<file path="config.mk">
export PLATFORM = sky130hd
export DESIGN_NAME = pulse_period_meter_flat
export DESIGN_NICKNAME = d
export VERILOG_FILES = /design/src/rtl/pulse_period_meter_if.sv /design/src/rtl/pulse_period_meter.sv /design/src/flat_wrapper.sv
export SDC_FILE = /design/constraint.sdc
export NUM_CORES = 1
export LEC_CHECK = 0
export BUFFER_PORTS_ARGS = -buffer_cell sky130_fd_sc_hd__buf_4
export CAP_MARGIN = 15
export CORE_MARGIN = 1.5
export CORE_UTILIZATION = 28
export CTS_CLUSTER_DIAMETER = 100
export DETAILED_ROUTE_END_ITERATION = 8
export GPL_ROUTABILITY_DRIVEN = 0
export MAX_ROUTING_LAYER = met4
export PLACE_DENSITY = 0.57
export RECOVER_POWER = 25
export SKIP_LAST_GASP = 1
export SYNTH_ARGS = -nofsm -noshare
export SYNTH_HDL_FRONTEND = slang
export SYNTH_SLANG_ARGS = --single-unit
</file>
<file path="constraint.sdc">
create_clock -name clk -period 4.7 [get_ports clk]
set_input_delay 0.94 -clock clk [delete_from_list [all_inputs] [get_ports clk]]
set_output_delay 0.94 -clock clk [all_outputs]
set_load 0.02 [all_outputs]
</file>
<file path="src/rtl/pulse_period_meter_if.sv">
// Bundle between the period meter and its consumer: pulse/enable inputs,
// the valid/ready result port and status outputs.
interface pulse_period_meter_if #(
  parameter int CNT_W  = 16,
  parameter int PCNT_W = 16
);
  logic              enable;
  logic              pulse_in;
  logic [CNT_W-1:0]  period_out;
  logic              period_ovf;
  logic              period_valid;
  logic              period_ready;
  logic [PCNT_W-1:0] pulse_count;
  logic              drop_sticky;
  logic              busy;

  modport master (
    output enable, pulse_in, period_ready,
    input  period_out, period_ovf, period_valid, pulse_count, drop_sticky, busy
  );

  modport slave (
    input  enable, pulse_in, period_ready,
    output period_out, period_ovf, period_valid, pulse_count, drop_sticky, busy
  );
endinterface

</file>
<file path="src/rtl/pulse_period_meter.sv">
// Measures clk cycles between consecutive edge-detector pulses, counts pulses,
// and holds each period in a one-deep valid/ready output register.
module pulse_period_meter #(
  parameter int CNT_W  = 16,
  parameter int PCNT_W = 16
) (
  input  logic clk,
  input  logic reset,
  pulse_period_meter_if.slave bus
);

  typedef enum logic [1:0] {
    IDLE       = 2'd0,
    WAIT_FIRST = 2'd1,
    MEASURE    = 2'd2
  } state_t;

  localparam logic [CNT_W-1:0] CNT_MAX = '1;

  state_t            state;
  logic              busy_r;
  logic [CNT_W-1:0]  cnt_p0;
  logic              ovf_p0;
  logic [PCNT_W-1:0] pcnt;

  logic [CNT_W-1:0]  period_p1;
  logic              ovf_p1;
  logic              vld_p1;
  logic              drop_r;

  logic take;
  logic done;
  logic accept;

  function automatic logic [CNT_W-1:0] sat_inc(input logic [CNT_W-1:0] v);
    return (v == CNT_MAX) ? v : v + 1'b1;
  endfunction

  assign take   = bus.enable && bus.pulse_in && (state != IDLE);
  assign done   = take && (state == MEASURE);
  assign accept = vld_p1 && bus.period_ready;

  // Stage p0: measurement FSM, period counter, pulse counter
  always_ff @(posedge clk) begin
    if (reset) begin
      state  <= IDLE;
      busy_r <= 1'b0;
      cnt_p0 <= '0;
      ovf_p0 <= 1'b0;
      pcnt   <= '0;
    end else begin
      if (take) pcnt <= pcnt + 1'b1;
      if (!bus.enable) begin
        state  <= IDLE;
        busy_r <= 1'b0;
        cnt_p0 <= '0;
        ovf_p0 <= 1'b0;
      end else begin
        case (state)
          IDLE: begin
            state  <= WAIT_FIRST;
            busy_r <= 1'b1;
          end
          WAIT_FIRST: begin
            if (bus.pulse_in) begin
              state  <= MEASURE;
              cnt_p0 <= CNT_W'(1);
            end
          end
          MEASURE: begin
            if (bus.pulse_in) begin
              cnt_p0 <= CNT_W'(1);
              ovf_p0 <= 1'b0;
            end else begin
              // Flag only once a cycle is actually lost, so a period of exactly CNT_MAX is exact.
              if (cnt_p0 == CNT_MAX) ovf_p0 <= 1'b1;
              cnt_p0 <= sat_inc(cnt_p0);
            end
          end
          default: begin
            state  <= IDLE;
            busy_r <= 1'b0;
          end
        endcase
      end
    end
  end

  // Stage p1: one-deep result register with back-pressure drop detection
  always_ff @(posedge clk) begin
    if (reset) begin
      period_p1 <= '0;
      ovf_p1    <= 1'b0;
      vld_p1    <= 1'b0;
      drop_r    <= 1'b0;
    end else if (done) begin
      if (!vld_p1 || bus.period_ready) begin
        period_p1 <= cnt_p0;
        ovf_p1    <= ovf_p0;
        vld_p1    <= 1'b1;
      end else begin
        drop_r <= 1'b1;
      end
    end else if (accept) begin
      vld_p1 <= 1'b0;
    end
  end

  assign bus.period_out   = period_p1;
  assign bus.period_ovf   = ovf_p1;
  assign bus.period_valid = vld_p1;
  assign bus.pulse_count  = pcnt;
  assign bus.drop_sticky  = drop_r;
  assign bus.busy         = busy_r;

endmodule

</file>
<file path="src/flat_wrapper.sv">
// flat-port wrapper written by rule: the top's interface ports become plain ports
module pulse_period_meter_flat 
#(
  parameter int CNT_W  = 16,
  parameter int PCNT_W = 16
)
  (clk, reset, bus_enable, bus_pulse_in, bus_period_ready, bus_period_out, bus_period_ovf, bus_period_valid, bus_pulse_count, bus_drop_sticky, bus_busy);
  pulse_period_meter_if #(.CNT_W(CNT_W), .PCNT_W(PCNT_W)) bus_i ();
  input  logic clk;
  input  logic reset;
  input wire logic [$bits(bus_i.enable)-1:0] bus_enable;
  input wire logic [$bits(bus_i.pulse_in)-1:0] bus_pulse_in;
  input wire logic [$bits(bus_i.period_ready)-1:0] bus_period_ready;
  output wire logic [$bits(bus_i.period_out)-1:0] bus_period_out;
  output wire logic [$bits(bus_i.period_ovf)-1:0] bus_period_ovf;
  output wire logic [$bits(bus_i.period_valid)-1:0] bus_period_valid;
  output wire logic [$bits(bus_i.pulse_count)-1:0] bus_pulse_count;
  output wire logic [$bits(bus_i.drop_sticky)-1:0] bus_drop_sticky;
  output wire logic [$bits(bus_i.busy)-1:0] bus_busy;
  assign bus_i.enable = bus_enable;
  assign bus_i.pulse_in = bus_pulse_in;
  assign bus_i.period_ready = bus_period_ready;
  assign bus_period_out = bus_i.period_out;
  assign bus_period_ovf = bus_i.period_ovf;
  assign bus_period_valid = bus_i.period_valid;
  assign bus_pulse_count = bus_i.pulse_count;
  assign bus_drop_sticky = bus_i.drop_sticky;
  assign bus_busy = bus_i.busy;
  pulse_period_meter #(.CNT_W(CNT_W), .PCNT_W(PCNT_W)) u_core (.clk(clk), .reset(reset), .bus(bus_i));
endmodule
</file>
==> out/qor.csv, run 1 <==
stage;metric;value;unit
status;status;finished, final reports clean;
sta;Final Hold Violating Endpoints;0;
sta;Fin Clk Skew;0.00509;ns
global_routing;first-pass GRT wire length;9920;µm
route;Iteration-0 DRC Markers;72;
clocking;CTS Buf Count;5;
logic_synthesis;Syn. warnings;0;
power;Int Pwr;636;µW
logic_synthesis;sequential share of the synthesized area;44.7;%
power;Max VDD drop;130;µV
critical_path;Worst Path Arrival;2.46;ns
route;routed vias/inst;4.86;
critical_path;Max FO, Critical Path;37;
logic_synthesis;Net Count, Synth;300;
clocking;CTS root buffer;clkbuf_8;
logic_synthesis;Syn Area/Cell;8.52;µm²
logic_synthesis;Post-synth EDFFs;0;
placement;DP Area;2820;µm²
finish;n_diodes;0;
die;Rows;34;
route;total iterations of the first detailed-routing run;4;
sta;measured slew at the worst slew-check pin;0.829;ns
finish;layout cell share with drive strength beyond 1;11.6;%
logic_synthesis;Distinct cells, synth;45;
sta;Final Critical Period;2.22;ns
critical_path;crit path cell chain;buf_4, nor2b_1, nand2_1, a41oi_1, a21oi_1, o21ai_0;
power;switch share;22.2;%
route;final wirelength;5750;µm
logic_synthesis;#FFs+latches synth;55;
worst_hold_path;Min-Delay Path Class;reg -> reg;
route;Post-DRT Antenna Nets;0;
logic_synthesis;Top FF cell, synth;dfxtp_1;
logic_synthesis;Post-synth ARST share;0;%
critical_path;Worst setup SP type;input pin;
sta;RSZ-0062 raised after global routing;no;
logic_synthesis;Post-Synthesis Cells;289;
route;per-cell routed wire length;13.4;µm
power;Leak;1.03;nW
die;Die Width;96.8;µm
placement;HPWL Detailed;3980;µm
route;Via Count;2078;
finish;area grow syn2layout;16.6;%
die;core footprint;8640;µm²
finish;finished layout cell area;2870;µm²
global_routing;Total GRT Usage;13.1;%
die;starting density of the core;28.5;%
sta;Final Max Tran Viols;0;
clocking;Clock Latency Late Sink;0.31;ns
die;DIE AREA;9360;µm²
critical_path;Required @ worst endpoint;4.94;ns
clocking;Setup Buffers After CTS;0;
finish;NumNets Final;331;
critical_path;Crit path largest cell delay;0.69;ns
sta;slew margin rel.;44.6;%
logic_synthesis;Post-Syn Area;2460;µm²
power;Cell Pwr Density;285;nW/µm²
global_routing;gr ovfl total;0;
critical_path;CP max-delay cell;nor2b_1;
clocking;CTS sink cnt;55;
power;clock power share;38.1;%
power;Flop pwr share;57.5;%
global_routing;initial antenna violation count;0;
route;DRC viols;0;
clocking;post-CTS sizing;0;
die;total I/O pin count;41;
clocking;Hold-fix buffers, CTS;0;
global_routing;vias in the first global route;2028;
clocking;clk buf depth;2;
clocking;# H-tree levels;2;
die;Die H;96.8;µm
run;maxcap violations;0;
clocking;CTS clock-pin slew for the worst setup and hold paths;0.09;ns
critical_path;crit end category;flip-flop;
placement;# port buffers;40;
sta;fin crit share;47.2;%
power;Net Sw Power;182;µW
sta;setup TNS;0;ns
sta;final setup fails;0;
sta;achievable frequency;0.451;GHz
clocking;CTS tree;done;
critical_path;Setup CP Type;in -> reg;
power;combinational power share;4.4;%
global_routing;largest net degree at the start of global routing;38;
[metal layers]
metal  up-vias  part of all wire [%]  GRT usage [%]
met3        10                   3.1           2.38
met4         0                   1.7           4.57
li1       1073                     -              -
met5         -                     0              -
met2        41                    46           20.5
met1       954                    49           16.9
[area by class of cell]
cell class                      instances  area (µm²)
Fill cell                             924        5770
Multi-Input combinational cell        214        1270
Sequential cell                        55        1100
Timing Repair Buffer                   40         244
Tap cell                              108         135
Clock buffer                            5        68.8
Clock inverter                          2        37.5
Inverter                                4        15.0
[Yosys cell counts (all sizes together), types with 2 or more instances]
cell type  count  area share [%]
clkbuf        10             1.6
nand2b         2            0.51
nor2          27             4.2
o41ai          3             1.1
a32o           4             1.6
mux2i          4             1.6
nor3           3            0.61
a31oi          4             1.0
buf            6             1.5
dfxtp         55              45
xnor2          3             1.1
o21ai         11             2.4
nand3b         2            0.61
nand4          8             2.6
nand2         48             7.3
xor2          12             4.3
and4           2            0.71
and2           4             1.0
nand3         10             2.0
ha             6             3.1
or3            3            0.97
o211ai         4             1.2
nor2b          3            0.76
inv            4            0.61
nor4           3            0.76
a21oi         28             5.7
and3           7             1.8
a41oi          3             1.1
[cell families (layout without fill, tap and decap cells)]
| logic type | count (synthesis) | count (layout) | share of synthesized area [%] |
|---|---|---|---|
| AND/OR/NAND/NOR | 127 | 127 | 25.7 |
| adder cells (fa/ha/maj) | 6 | 6 | 3.05 |
| AO/OA/AOI/OAI | 61 | 61 | 15.4 |
| buffers and inverters | 20 | 51 | 3.71 |
| flip-flops | 55 | 55 | 44.7 |
| multiplexers | 5 | 5 | 2.08 |
| XOR/XNOR | 15 | 15 | 5.34 |
[placed cells by master, fill, tap and decap left out, types with 2 or more instances in the layout]
master | Yosys | routed
clkbuf_8 | 0 | 5
xnor2_1 | 3 | 3
ha_1 | 6 | 6
xor2_1 | 12 | 12
clkbuf_1 | 8 | 15
or3_1 | 2 | 2
o41ai_1 | 3 | 3
nand2_1 | 48 | 48
and2_1 | 4 | 4
nand3b_1 | 2 | 2
a21oi_1 | 28 | 28
nor2_1 | 26 | 26
buf_4 | 0 | 25
and4_1 | 2 | 2
a32o_1 | 4 | 4
a41oi_1 | 3 | 3
nor2b_1 | 3 | 3
nor4_1 | 3 | 3
nand4_1 | 7 | 7
nand3_1 | 10 | 10
nand2b_1 | 2 | 2
nor3_1 | 3 | 3
dfxtp_1 | 55 | 55
o21ai_0 | 9 | 9
and3_1 | 7 | 7
a31oi_1 | 4 | 4
mux2i_1 | 4 | 4
o211ai_1 | 4 | 4
inv_1 | 4 | 4
[power groups by stage]
stage | logic (mW) | clock network, mW | registers (mW)
final | 0.0356 | 0.312 | 0.470
after global routing | 0.0390 | 0.343 | 0.470
after CTS | 0.0360 | 0.321 | 0.470
after detailed placement | 0.0357 | 0 | 0.481
after global placement | 0.0352 | 0 | 0.481
after floorplan | 0.0251 | 0 | 0.482
[through the flow]
stage / util, % / hold WS (ns) / std cells / worst slack [ns] / power (mW)
6_report: 33.2 / 0.458 / 428 / 2.48 / 0.817
5_1_grt: 33.2 / 0.485 / 428 / 2.22 / 0.852
4_1_cts: 33.9 / 0.463 / 428 / 2.42 / 0.827
3_5_place_dp: 32.7 / 0.450 / 421 / 2.12 / 0.517
3_3_place_gp: 32.7 / 0.446 / 421 / 2.19 / 0.516
2_1_floorplan: - / 0.432 / 289 / 2.61 / 0.507
[sequential cells by signal, indices dropped and copies added, names as in the netlist]
| name | count |
|---|---|
| u_core.bus.busy | 1 |
| u_core.bus.drop_sticky | 1 |
| u_core.bus.period_out | 16 |
| u_core.bus.period_ovf | 1 |
| u_core.bus.period_valid | 1 |
| u_core.bus.pulse_count | 16 |
| u_core.cnt_p0 | 16 |
| u_core.ovf_p0 | 1 |
| u_core.state | 2 |
[worst max-delay path, delay by kind of cell]
| family | cells | cell delay [ns] |
|---|---|---|
| simple gates | 2 | 0.79 |
| buf+inv | 1 | 0.24 |
| compound gates | 3 | 0.48 |
[final timing paths]
kind	from	endpoint	slack, ns	depth (start not counted)
min	u_core.bus.period_out[10]	u_core.bus.period_out[10]	0.46	2
max reg2reg	u_core.state[0]	u_core.bus.period_out[7]	2.51	7
max	reset	u_core.cnt_p0[9]	2.48	6
min reg2reg	u_core.bus.period_out[10]	u_core.bus.period_out[10]	0.46	2
(Power assumes the default switching activity.)
==> inputs of run 2 (changes only) <==
--- a/config.mk
+++ b/config.mk
@@ -5,6 +5,7 @@
 export SDC_FILE = /design/constraint.sdc
 export NUM_CORES = 1
 export LEC_CHECK = 0
+export ABC_AREA = 1
 export BUFFER_PORTS_ARGS = -buffer_cell sky130_fd_sc_hd__buf_4
 export CAP_MARGIN = 15
 export CORE_MARGIN = 1.5
==> constraint.sdc (replaced) <==
create_clock -name clk -period 2.3 [get_ports clk]
set_input_delay 0.46 -clock clk [delete_from_list [all_inputs] [get_ports clk]]
set_output_delay 0.46 -clock clk [all_outputs]
set_load 0.02 [all_outputs]
==> out/qor.csv, run 2 <==
stage;metric;value;unit
status;status;finished, final reports clean;
logic_synthesis;Post-synth ARST share;0;%
power;Net Sw Power;395;µW
critical_path;Crit path largest cell delay;0.38;ns
route;routed vias/inst;4.58;
logic_synthesis;Post-synth EDFFs;0;
sta;RSZ-0062 raised after global routing;no;
die;core footprint;9150;µm²
power;switch share;24.5;%
logic_synthesis;Post-Syn Area;2610;µm²
sta;setup TNS;0;ns
worst_hold_path;Hold EP;u_core.bus.pulse_count[2];
global_routing;Total GRT Usage;13.1;%
critical_path;RR Startpoint;u_core.state[0];
sta;fin crit share;86.5;%
logic_synthesis;Syn Area/Cell;6.98;µm²
finish;most common cell after layout, fill and taps aside;nand2_1;
finish;fill count;1014;
clocking;clk buf depth;2;
critical_path;Required @ worst endpoint;2.53;ns
logic_synthesis;sequential share of the synthesized area;42.2;%
logic_synthesis;Syn. warnings;0;
global_routing;first-pass GRT wire length;10200;µm
critical_path;crit path cell chain;inv_1, ha_1, inv_1, nand3_2, nor2_1, nand2_1, inv_1, buf_4, o21ai_0, a21oi_1;
critical_path;reg2reg path depth;10;
finish;NumNets Final;428;
clocking;CTS clock-pin slew for the worst setup and hold paths;0.10;ns
power;Max VDD drop;257;µV
clocking;CTS root buffer;clkbuf_8;
logic_synthesis;leading cell types by count after synthesis;nand2_1 (65), inv_1 (59), dfxtp_1 (55);
placement;# port buffers;40;
critical_path;crit end category;flip-flop;
global_routing;gr ovfl total;0;
die;Rows;35;
die;Die H;99.6;µm
sta;measured slew at the worst slew-check pin;0.663;ns
route;total iterations of the first detailed-routing run;4;
logic_synthesis;Top FF cell, synth;dfxtp_1;
clocking;Hold-fix buffers, CTS;0;
power;Flop pwr share;60.1;%
logic_synthesis;Distinct cells, synth;27;
clocking;post-CTS sizing;0;
worst_hold_path;Min-Delay Path Class;in -> reg;
clocking;# H-tree levels;2;
power;Int Pwr;1.21;mW
route;per-cell routed wire length;11.5;µm
finish;layout cell share with drive strength beyond 1;9.81;%
route;DRC viols;0;
critical_path;Max FO, Critical Path;30;
clocking;Setup Buffers After CTS;0;
clocking;Clock Latency Late Sink;0.30;ns
placement;HPWL Detailed;4660;µm
critical_path;RR Endpoint;u_core.bus.period_out[11];
logic_synthesis;#FFs+latches synth;55;
sta;Final Hold Violating Endpoints;0;
global_routing;vias in the first global route;2286;
finish;commonest cells after routing, fill and taps aside;nand2_1 (65), inv_1 (59), dfxtp_1 (55), nor2_1 (51), o21ai_0 (40);
logic_synthesis;Net Count, Synth;385;
sta;slew margin rel.;55.8;%
logic_synthesis;top-count cell post-synth;nand2_1;
die;DIE AREA;9910;µm²
finish;area grow syn2layout;16.3;%
sta;Min Hold Slack;0.420;ns
critical_path;most used cell, CP;inv_1;
worst_hold_path;hold depth;2;
critical_path;Setup CP Type;reg -> reg;
placement;DP Area;3040;µm²
logic_synthesis;top cell type's share of synthesized area;42.2;%
power;Leak;1.23;nW
sta;Final Max Tran Viols;0;
finish;Final Core Density;33.2;%
logic_synthesis;Post-Synthesis Cells;374;
route;final wirelength;6090;µm
logic_synthesis;largest cells by area after synthesis;dfxtp_1 (42%), nand2_1 (9.3%), inv_1 (8.5%);
route;Post-DRT Antenna Nets;0;
power;clock power share;32.4;%
critical_path;Worst setup SP type;flip-flop;
worst_hold_path;hold path start;reset;
critical_path;CP max-delay cell;dfxtp_1;
die;total I/O pin count;41;
die;Die Width;99.6;µm
global_routing;initial antenna violation count;0;
route;Iteration-0 DRC Markers;82;
critical_path;Critical path origin;u_core.state[0];
route;Via Count;2423;
critical_path;Worst Path Arrival;2.22;ns
power;combinational power share;7.5;%
sta;Final Critical Period;1.99;ns
sta;Fin Clk Skew;0.00426;ns
critical_path;r2r setup slk;0.31;ns
run;maxcap violations;0;
sta;achievable frequency;0.503;GHz
clocking;CTS Buf Count;5;
finish;n_diodes;0;
logic_synthesis;cell taking the most area after synthesis;dfxtp_1;
die;starting density of the core;28.5;%
finish;finished layout cell area;3040;µm²
power;Cell Pwr Density;530;nW/µm²
clocking;CTS sink cnt;55;
finish;Non-Filler Instances;529;
clocking;CTS tree;done;
placement;dpl cells;521;
global_routing;largest net degree at the start of global routing;31;
sta;final setup fails;0;
## run 2: cell count changes after synthesis, moves of 6 or more
cell / previous run / this run
inv_1: 4 / 59
nor3_1: 3 / 9
nand2_1: 48 / 65
and3_1: 7 / 0
nand3_1: 10 / 25
nor2_1: 26 / 51
o21ai_0: 9 / 40
xor2_1: 12 / 3
## run 2: worst max-delay path, delay by kind of cell (launching register included)
family | cells | cell delay (ns)
compound gates | 2 | 0.27
fa+ha+maj | 1 | 0.20
buf+inv | 4 | 0.53
flops | 1 | 0.38
simple gates | 3 | 0.54
## run 2: how the worst max path moves through the flow
| stage | end | slack (ns) | cells past startpoint |
|---|---|---|---|
| 6_report | u_core.bus.period_out[11] | 0.31 | 10 |
| 5_1_grt | u_core.bus.period_out[3] | 0.05 | 10 |
| 4_1_cts | u_core.bus.period_out[11] | 0.30 | 10 |
| 3_5_place_dp | u_core.bus.period_out[11] | 0.33 | 10 |
| 3_3_place_gp | u_core.bus.period_out[14] | 0.34 | 10 |
| 2_1_floorplan | u_core.bus.pulse_count[15] | 0.70 | 8 |
## run 2: layout make-up
class                   count  area (µm²)  share of cell area [%]
repair buffers             43         244                    8.03
well taps                 111         139                    4.57
inverters                  59         221                    7.29
clock inverters             1        5.00                   0.165
flip-flops and latches     55        1100                    36.2
multi-input cells         253        1250                    41.2
clock buffers               7        76.3                    2.51
## run 2: metrics by stage
stage	worst slack, ns	total power, mW
global route	0.0540	1.69
finish	0.310	1.61
floorplan	0.699	1.07
CTS	0.303	1.64
detailed placement	0.326	1.11
global placement	0.345	1.11
## run 2: routing by layer
| layer | track usage [%] | wire [µm] | up-vias | part of all wire [%] |
|---|---|---|---|---|
| met1 | 15.8 | 2970 | 1090 | 49 |
| met4 | 3.68 | 63 | 0 | 1.0 |
| li1 | - | - | 1280 | - |
| met3 | 2.53 | 235 | 6 | 3.9 |
| met5 | - | 0 | - | 0 |
| met2 | 22.1 | 2820 | 47 | 46 |
## run 2: power groups by stage
stage	combinational, mW	sequential [mW]	clock (mW)
floorplan	0.0779	0.995	0
global placement	0.122	0.990	0
detailed placement	0.123	0.990	0
CTS	0.123	0.968	0.550
global route	0.136	0.970	0.583
finish	0.121	0.968	0.521
## run 2: cell families (layout without fill, tap and decap cells)
group           count (synthesis)  after routing  synth area share, %
xor+xnor                        3              3                 1.01
fa+ha+maj                       6              6                 2.87
compound gates                 75             75                 15.0
flops                          55             55                 42.2
buf+inv                        66            110                 9.92
simple gates                  169            169                 29.0
